--- config.mk ---
export PLATFORM = sky130hd
export DESIGN_NAME = regfile_sb_flat
export DESIGN_NICKNAME = d
export VERILOG_FILES = /design/src/rtl/regfile_sb_if.sv /design/src/rtl/regfile_sb.sv /design/src/flat_wrapper.sv
export SDC_FILE = /design/constraint.sdc
export NUM_CORES = 2
export LEC_CHECK = 0
export ABC_AREA = 0
export BUFFER_PORTS_ARGS = -buffer_cell sky130_fd_sc_hd__buf_2
export CORE_AREA = 2 2 461 463
export CTS_CLUSTER_SIZE = 8
export DETAILED_ROUTE_END_ITERATION = 10
export DIE_AREA = 0 0 463 465
export GPL_ROUTABILITY_DRIVEN = 0
export REMOVE_ABC_BUFFERS = 1
export SLEW_MARGIN = 5
export SYNTH_ARGS = -nofsm -noshare
export SYNTH_HDL_FRONTEND = slang
export SYNTH_SLANG_ARGS = --single-unit
--- constraint.sdc ---
create_clock -name clk -period 88 [get_ports clk]
set_input_delay 22 -clock clk [delete_from_list [all_inputs] [get_ports clk]]
set_output_delay 22 -clock clk [all_outputs]
set_load 0.005 [all_outputs]
--- src/rtl/regfile_sb_if.sv ---
// ---------------------------------------------------------------------------
// regfile_sb_if
//   Bundle of the register-file/scoreboard signals shared between the decode
//   logic (fetch read addresses, writeback write port, issue strobe) and the
//   regfile_sb block.
//
//   Parameters
//     XLEN  register data width in bits
//     NREG  number of architectural registers (power of two, >= 2)
//     NRD   number of read ports (1..4)
//
//   Signals (direction as seen from the regfile, i.e. the slave modport)
//     rd_addr               in   NRD*AW    read addresses, port k at [k*AW +: AW]
//     rd_data               out  NRD*XLEN  read data, port k at [k*XLEN +: XLEN]
//     rd_busy               out  NRD       scoreboard bit of each read address
//     wr_en/wr_addr/wr_data in             writeback write port
//     iss_en/iss_addr       in             issue strobe, marks destination busy
//     busy_vec              out  NREG      full scoreboard
//     busy_cnt              out  AW+1      number of busy registers
//     regfile_for_simulator out  NREG*XLEN flattened register dump
//
//   modport master : the decode/issue/writeback side
//   modport slave  : the register file itself
// ---------------------------------------------------------------------------
interface regfile_sb_if #(
  parameter int XLEN = 32,
  parameter int NREG = 32,
  parameter int NRD  = 2
);
  localparam int AW = $clog2(NREG);

  logic [NRD*AW-1:0]    rd_addr;
  logic [NRD*XLEN-1:0]  rd_data;
  logic [NRD-1:0]       rd_busy;
  logic                 wr_en;
  logic [AW-1:0]        wr_addr;
  logic [XLEN-1:0]      wr_data;
  logic                 iss_en;
  logic [AW-1:0]        iss_addr;
  logic [NREG-1:0]      busy_vec;
  logic [AW:0]          busy_cnt;
  logic [NREG*XLEN-1:0] regfile_for_simulator;

  modport master (
    output rd_addr, wr_en, wr_addr, wr_data, iss_en, iss_addr,
    input  rd_data, rd_busy, busy_vec, busy_cnt, regfile_for_simulator
  );

  modport slave (
    input  rd_addr, wr_en, wr_addr, wr_data, iss_en, iss_addr,
    output rd_data, rd_busy, busy_vec, busy_cnt, regfile_for_simulator
  );
endinterface

--- src/rtl/regfile_sb.sv ---
// ---------------------------------------------------------------------------
// regfile_sb
//   Parametrised decode-stage register file with a per-register scoreboard.
//   Writeback writes through the wr_* port, issue logic marks destination
//   registers busy through iss_*, and each of the NRD read ports returns the
//   register value plus its busy bit so the core can detect RAW hazards.
//
//   Optional feature (compile-time macro REGFILE_BYPASS_EN):
//     defined   - a write in the current cycle is forwarded combinationally to
//                 any read port addressing the same register, and that port's
//                 busy bit reads 0 unless the same register is also being
//                 issued this cycle.
//     undefined - reads see only registered state; a write becomes visible on
//                 the edge after it is presented.
//
//   Ports
//     clk  in   rising-edge clock
//     rst  in   asynchronous, active-high reset; clears registers, scoreboard
//               and busy count immediately and blocks writes/issues while high
//     bus  regfile_sb_if.slave (see interface header for the signal list)
//
//   Parameters
//     XLEN, NREG, NRD must match those of the connected interface.
//     ZERO_REG = 1 makes register 0 read as 0, ignore writes, never be busy.
// ---------------------------------------------------------------------------
module regfile_sb #(
  parameter int XLEN     = 32,
  parameter int NREG     = 32,
  parameter int NRD      = 2,
  parameter int ZERO_REG = 1
) (
  input  logic         clk,
  input  logic         rst,
  regfile_sb_if.slave  bus
);
  localparam int AW = $clog2(NREG);
  localparam int CW = AW + 1;

  logic [XLEN-1:0]      regs [NREG];
  logic [NREG-1:0]      busy_q;
  logic [NREG-1:0]      busy_d;
  logic [CW-1:0]        cnt_q;
  logic                 wr_ok;
  logic                 iss_ok;
  logic [NRD*XLEN-1:0]  rd_data_c;
  logic [NRD-1:0]       rd_busy_c;
  logic [NREG*XLEN-1:0] dump_c;

  // Number of set bits; CW bits hold up to NREG, so it cannot wrap.
  function automatic logic [CW-1:0] popcount(input logic [NREG-1:0] v);
    logic [CW-1:0] n;
    n = '0;
    for (int i = 0; i < NREG; i++) begin
      n = n + CW'(v[i]);
    end
    return n;
  endfunction

  function automatic logic is_zero_reg(input logic [AW-1:0] a);
    return (ZERO_REG != 0) && (a == '0);
  endfunction

  // Qualified strobes: nothing is written or issued while in reset, and the
  // hard-wired zero register never accepts a write or becomes busy.
  assign wr_ok  = bus.wr_en  && !rst && !is_zero_reg(bus.wr_addr);
  assign iss_ok = bus.iss_en && !rst && !is_zero_reg(bus.iss_addr);

  // Scoreboard next state. The issue set is applied after the writeback
  // clear so that a register issued and written back in the same cycle stays
  // busy: the new producer is still in flight.
  always_comb begin
    busy_d = busy_q;
    if (wr_ok) begin
      busy_d[bus.wr_addr] = 1'b0;
    end
    if (iss_ok) begin
      busy_d[bus.iss_addr] = 1'b1;
    end
  end

  // ---- state register: scoreboard and its registered population count ----
  always_ff @(posedge clk or posedge rst) begin
    if (rst) begin
      busy_q <= '0;
      cnt_q  <= '0;
    end else begin
      busy_q <= busy_d;
      cnt_q  <= popcount(busy_d);
    end
  end

  // ---- state register: architectural register array ----
  always_ff @(posedge clk or posedge rst) begin
    if (rst) begin
      for (int i = 0; i < NREG; i++) begin
        regs[i] <= '0;
      end
    end else if (wr_ok) begin
      regs[bus.wr_addr] <= bus.wr_data;
    end
  end

  // Read ports: all identical, each decoding its own address slice.
  for (genvar k = 0; k < NRD; k++) begin : g_rd
    logic [AW-1:0]   a;
    logic [XLEN-1:0] d;
    logic            b;

    assign a = bus.rd_addr[k*AW +: AW];

    always_comb begin
      d = regs[a];
      b = busy_q[a];
`ifdef REGFILE_BYPASS_EN
      // Forward the in-flight writeback; the register is only still busy if
      // a new producer is issued to it in the same cycle.
      if (wr_ok && (bus.wr_addr == a)) begin
        d = bus.wr_data;
        b = iss_ok && (bus.iss_addr == a);
      end
`endif
      if (is_zero_reg(a)) begin
        d = '0;
        b = 1'b0;
      end
    end

    assign rd_data_c[k*XLEN +: XLEN] = d;
    assign rd_busy_c[k]              = b;
  end

  for (genvar i = 0; i < NREG; i++) begin : g_dump
    assign dump_c[i*XLEN +: XLEN] = regs[i];
  end

  assign bus.rd_data               = rd_data_c;
  assign bus.rd_busy               = rd_busy_c;
  assign bus.busy_vec              = busy_q;
  assign bus.busy_cnt              = cnt_q;
  assign bus.regfile_for_simulator = dump_c;

endmodule

--- src/flat_wrapper.sv ---
// flat-port wrapper written by rule: the top's interface ports become plain ports
module regfile_sb_flat 
#(
  parameter int XLEN     = 32,
  parameter int NREG     = 32,
  parameter int NRD      = 2,
  parameter int ZERO_REG = 1
)
  (clk, rst, bus_rd_addr, bus_wr_en, bus_wr_addr, bus_wr_data, bus_iss_en, bus_iss_addr, bus_rd_data, bus_rd_busy, bus_busy_vec, bus_busy_cnt, bus_regfile_for_simulator);
  regfile_sb_if #(.XLEN(XLEN), .NREG(NREG), .NRD(NRD)) bus_i ();
  input  logic clk;
  input  logic rst;
  input wire logic [$bits(bus_i.rd_addr)-1:0] bus_rd_addr;
  input wire logic [$bits(bus_i.wr_en)-1:0] bus_wr_en;
  input wire logic [$bits(bus_i.wr_addr)-1:0] bus_wr_addr;
  input wire logic [$bits(bus_i.wr_data)-1:0] bus_wr_data;
  input wire logic [$bits(bus_i.iss_en)-1:0] bus_iss_en;
  input wire logic [$bits(bus_i.iss_addr)-1:0] bus_iss_addr;
  output wire logic [$bits(bus_i.rd_data)-1:0] bus_rd_data;
  output wire logic [$bits(bus_i.rd_busy)-1:0] bus_rd_busy;
  output wire logic [$bits(bus_i.busy_vec)-1:0] bus_busy_vec;
  output wire logic [$bits(bus_i.busy_cnt)-1:0] bus_busy_cnt;
  output wire logic [$bits(bus_i.regfile_for_simulator)-1:0] bus_regfile_for_simulator;
  assign bus_i.rd_addr = bus_rd_addr;
  assign bus_i.wr_en = bus_wr_en;
  assign bus_i.wr_addr = bus_wr_addr;
  assign bus_i.wr_data = bus_wr_data;
  assign bus_i.iss_en = bus_iss_en;
  assign bus_i.iss_addr = bus_iss_addr;
  assign bus_rd_data = bus_i.rd_data;
  assign bus_rd_busy = bus_i.rd_busy;
  assign bus_busy_vec = bus_i.busy_vec;
  assign bus_busy_cnt = bus_i.busy_cnt;
  assign bus_regfile_for_simulator = bus_i.regfile_for_simulator;
  regfile_sb #(.XLEN(XLEN), .NREG(NREG), .NRD(NRD), .ZERO_REG(ZERO_REG)) u_core (.clk(clk), .rst(rst), .bus(bus_i));
endmodule
==> metrics <==
status=finished, final reports clean; Total GRT Usage=28.8%; crit path time final=just under 50000 ps; DRC=0; ranking of synthesized cells by area=dfrtp_1 (46%), mux2_2 (20%), mux4_2 (17%); fin area=70300 um2; final hold slack=407 ps; CTS clk-pin slew, worst paths=roughly 50 ps; maximum clock path buffer count=3; Layout Skew=29.7 ps; post-synth top area share=about 46%; gr ovfl total=0; Worst-Skew Late Latency=830 ps; Vias=between 40000 and 50000; Via density=5.95; commonest cells after routing, fill and taps aside=buf_2 (1173), dfrtp_1 (1062), mux2_2 (1023), mux4_2 (444), clkbuf_16 (154); Core Rows=169; Worst Hold Depth=0; max-cap viol count=0; postcts setup bufs=0; Post-synth ARST share=100%; CP endpoint kind=primary output; cell count after synthesis=3870; Final Hold Viols=0; crit path cell chain=buf_8, buf_4, buf_4, buf_4, mux2i_1, a221oi_1, o21ai_0, a311oi_1, buf_2; port bufs=1183; Starting Density=27.5%; layout cell share with drive strength beyond 1=61.8%; Slew HR=15.5%; Yosys top cell by area=dfrtp_1; Area after DPL=~66000 um2; Final nets=4949; period utilization=approximately 55%; CP max stage delay=710 ps; post-cts repair resize count=0; type of the worst setup path=in -> out; wire length per cell=approximately 41 um; Mapped Area=58100 um2; static leakage=34.0 nW; first-pass GRT wire length=424 mm; CTS tree=built; VDD IR-drop max=0.124 mV; CTS Hold Bufs=0; largest net degree at the start of global routing=178; vias in the first global route=45700; die width=463 um; sequential-to-total area share from yosys stat=45.8%; pwr dens=between 20 and 25 nW/um2; CP startpoint kind=primary input; hold crit path type=reg -> reg; FILL cells=20900; Worst Path Max Fanout=52; #FFs+latches synth=about 1100; Req. time, crit path=66000 ps; Crit path top cell by count=buf_4; syn avg cell area=15.0 um2; Final WS setup=~40000 ps; R2R cell count=15; Root Buffer=clkbuf_16; Final Util=33.3%; Post-Place Setup Slack=39850 ps; I/O pin count=approximately 1200; dominant synthesized flop cell=dfrtp_1; die height=465 um; drt pass-1 iters=5; RSZ-0062 raised after global routing=false; initial antenna violation count=34; iteration-0 DRC count of the detailed router=5089; Final setup viols=0; post-synth cell types=65; die area=215000 um2; wirelength, routed=319 mm; clock sink total=1062; Final TNS setup=0 ps; final cell count without fillers=approximately 7700; slowest CP cell=buf_4; most common cell after layout, fill and taps aside=buf_2; CP Data Arrival Time=26120 ps; TritonCTS Buffers=between 150 and 200; Detailed Place HPWL=219 mm; dpl cells=7527; Synth-to-Final Area Change=21.0%; Slew Limit Fails=0; synth warn=0; remaining antenna violation count after routing=0; EDFF count, synth=0; total power=1.65 mW; core footprint=211000 um2; FMAX=approximately 21 MHz; Slew @ Worst Pin=between 1000 and 1500 ps; H-tree levels=4
-- report_power, final --
group / total (mW) / internal, mW / switching (mW)
Clock: 0.547 / 0.313 / 0.235
Sequential: 0.642 / 0.557 / 0.0844
Combinational: 0.464 / 0.222 / 0.242
-- worst max-delay path, delay by kind of cell --
family,cells,cell delay [ps]
buffers and inverters,5,2590
muxes,1,160
AOI/OAI and AO/OA,3,1120
-- worst paths after layout --
path | end | slack, ps | start
worst max-delay path | bus_rd_data[6] | 39880 | bus_rd_addr[2]
worst min-delay path | u_core.bus.regfile_for_simulator[11]$_DFFE_PP0P_ | 410 | u_core.bus.regfile_for_simulator[11]$_DFFE_PP0P_
worst max register to register | u_core.bus.busy_cnt[4]$_DFF_PP0_ | 82260 | u_core.bus.busy_vec[1]$_DFF_PP0_
worst min register to register | u_core.bus.regfile_for_simulator[11]$_DFFE_PP0P_ | 410 | u_core.bus.regfile_for_simulator[11]$_DFFE_PP0P_
max in group asynchronous | u_core.bus.regfile_for_simulator[999]$_DFFE_PP0P_ | 64140 | rst
min in group asynchronous | u_core.bus.busy_vec[27]$_DFF_PP0_ | 21370 | rst
-- synthesized netlist by cell type, types with 4 or more instances --
| library cell | n |
|---|---|
| a211oi_1 | 66 |
| a221oi_1 | 42 |
| a22o_1 | 11 |
| a22oi_1 | 71 |
| a311oi_1 | 64 |
| a32o_1 | 8 |
| a32oi_1 | 5 |
| and2_1 | 5 |
| buf_1 | 28 |
| buf_12 | 5 |
| buf_2 | 147 |
| buf_4 | 40 |
| buf_6 | 54 |
| clkbuf_1 | 157 |
| clkbuf_2 | 4 |
| clkbuf_8 | 10 |
| dfrtp_1 | 1062 |
| fa_1 | 24 |
| ha_1 | 8 |
| inv_1 | 37 |
| mux2_1 | 7 |
| mux2_2 | 1023 |
| mux2_4 | 28 |
| mux2i_1 | 132 |
| mux4_1 | 16 |
| mux4_2 | 444 |
| nand2_1 | 71 |
| nand2_2 | 5 |
| nand2b_1 | 5 |
| nand3_1 | 4 |
| nor2_1 | 9 |
| nor2_2 | 11 |
| nor2b_1 | 73 |
| nor3b_2 | 5 |
| o2111ai_1 | 22 |
| o21ai_0 | 67 |
| o21ai_1 | 52 |
| or2_1 | 4 |
-- cell families (layout without fill, tap and decap cells) --
| family | after synthesis | after routing | synth area share, % |
|---|---|---|---|
| other | 0 | 10 | 0 |
| multiplexers | 1652 | 1652 | 41.0 |
| AO/OA/AOI/OAI | 423 | 423 | 5.35 |
| AND/OR/NAND/NOR | 211 | 211 | 2.06 |
| adder cells (fa/ha/maj) | 32 | 32 | 1.00 |
| flip-flops | 1062 | 1062 | 45.8 |
| buffers and inverters | 487 | 1500 | 4.79 |
| XOR/XNOR | 3 | 3 | 0.0452 |
-- final cells by class --
class / count / area, um2 / area share [%]
multi-input cells: 2321 / 29000 / 41.3
flip-flops and latches: 1062 / 26600 / 37.8
repair buffers: 1285 / 6830 / 9.72
clock buffers: 162 / 3910 / 5.57
well taps: 2821 / 3530 / 5.02
clock inverters: 15 / 221 / 0.315
inverters: 38 / 160 / 0.228
diodes: 10 / 25.0 / 0.0356
-- sequential cells by signal (all words and copies together), names as in the netlist --
name and count:
u_core.bus.busy_cnt 6, u_core.bus.busy_vec 32, u_core.bus.regfile_for_simulator 1024
-- routing by layer --
metal / global-route usage (%) / share of wire, % / vias up
li1: - / - / 17000
met1: 35.9 / 38 / 24400
met2: 42.0 / 43 / 3577
met3: 11.6 / 12 / 862
met4: 16.7 / 6.5 / 4
met5: 0 / 0.0063 / -
Power figures use the tool's default switching activity.
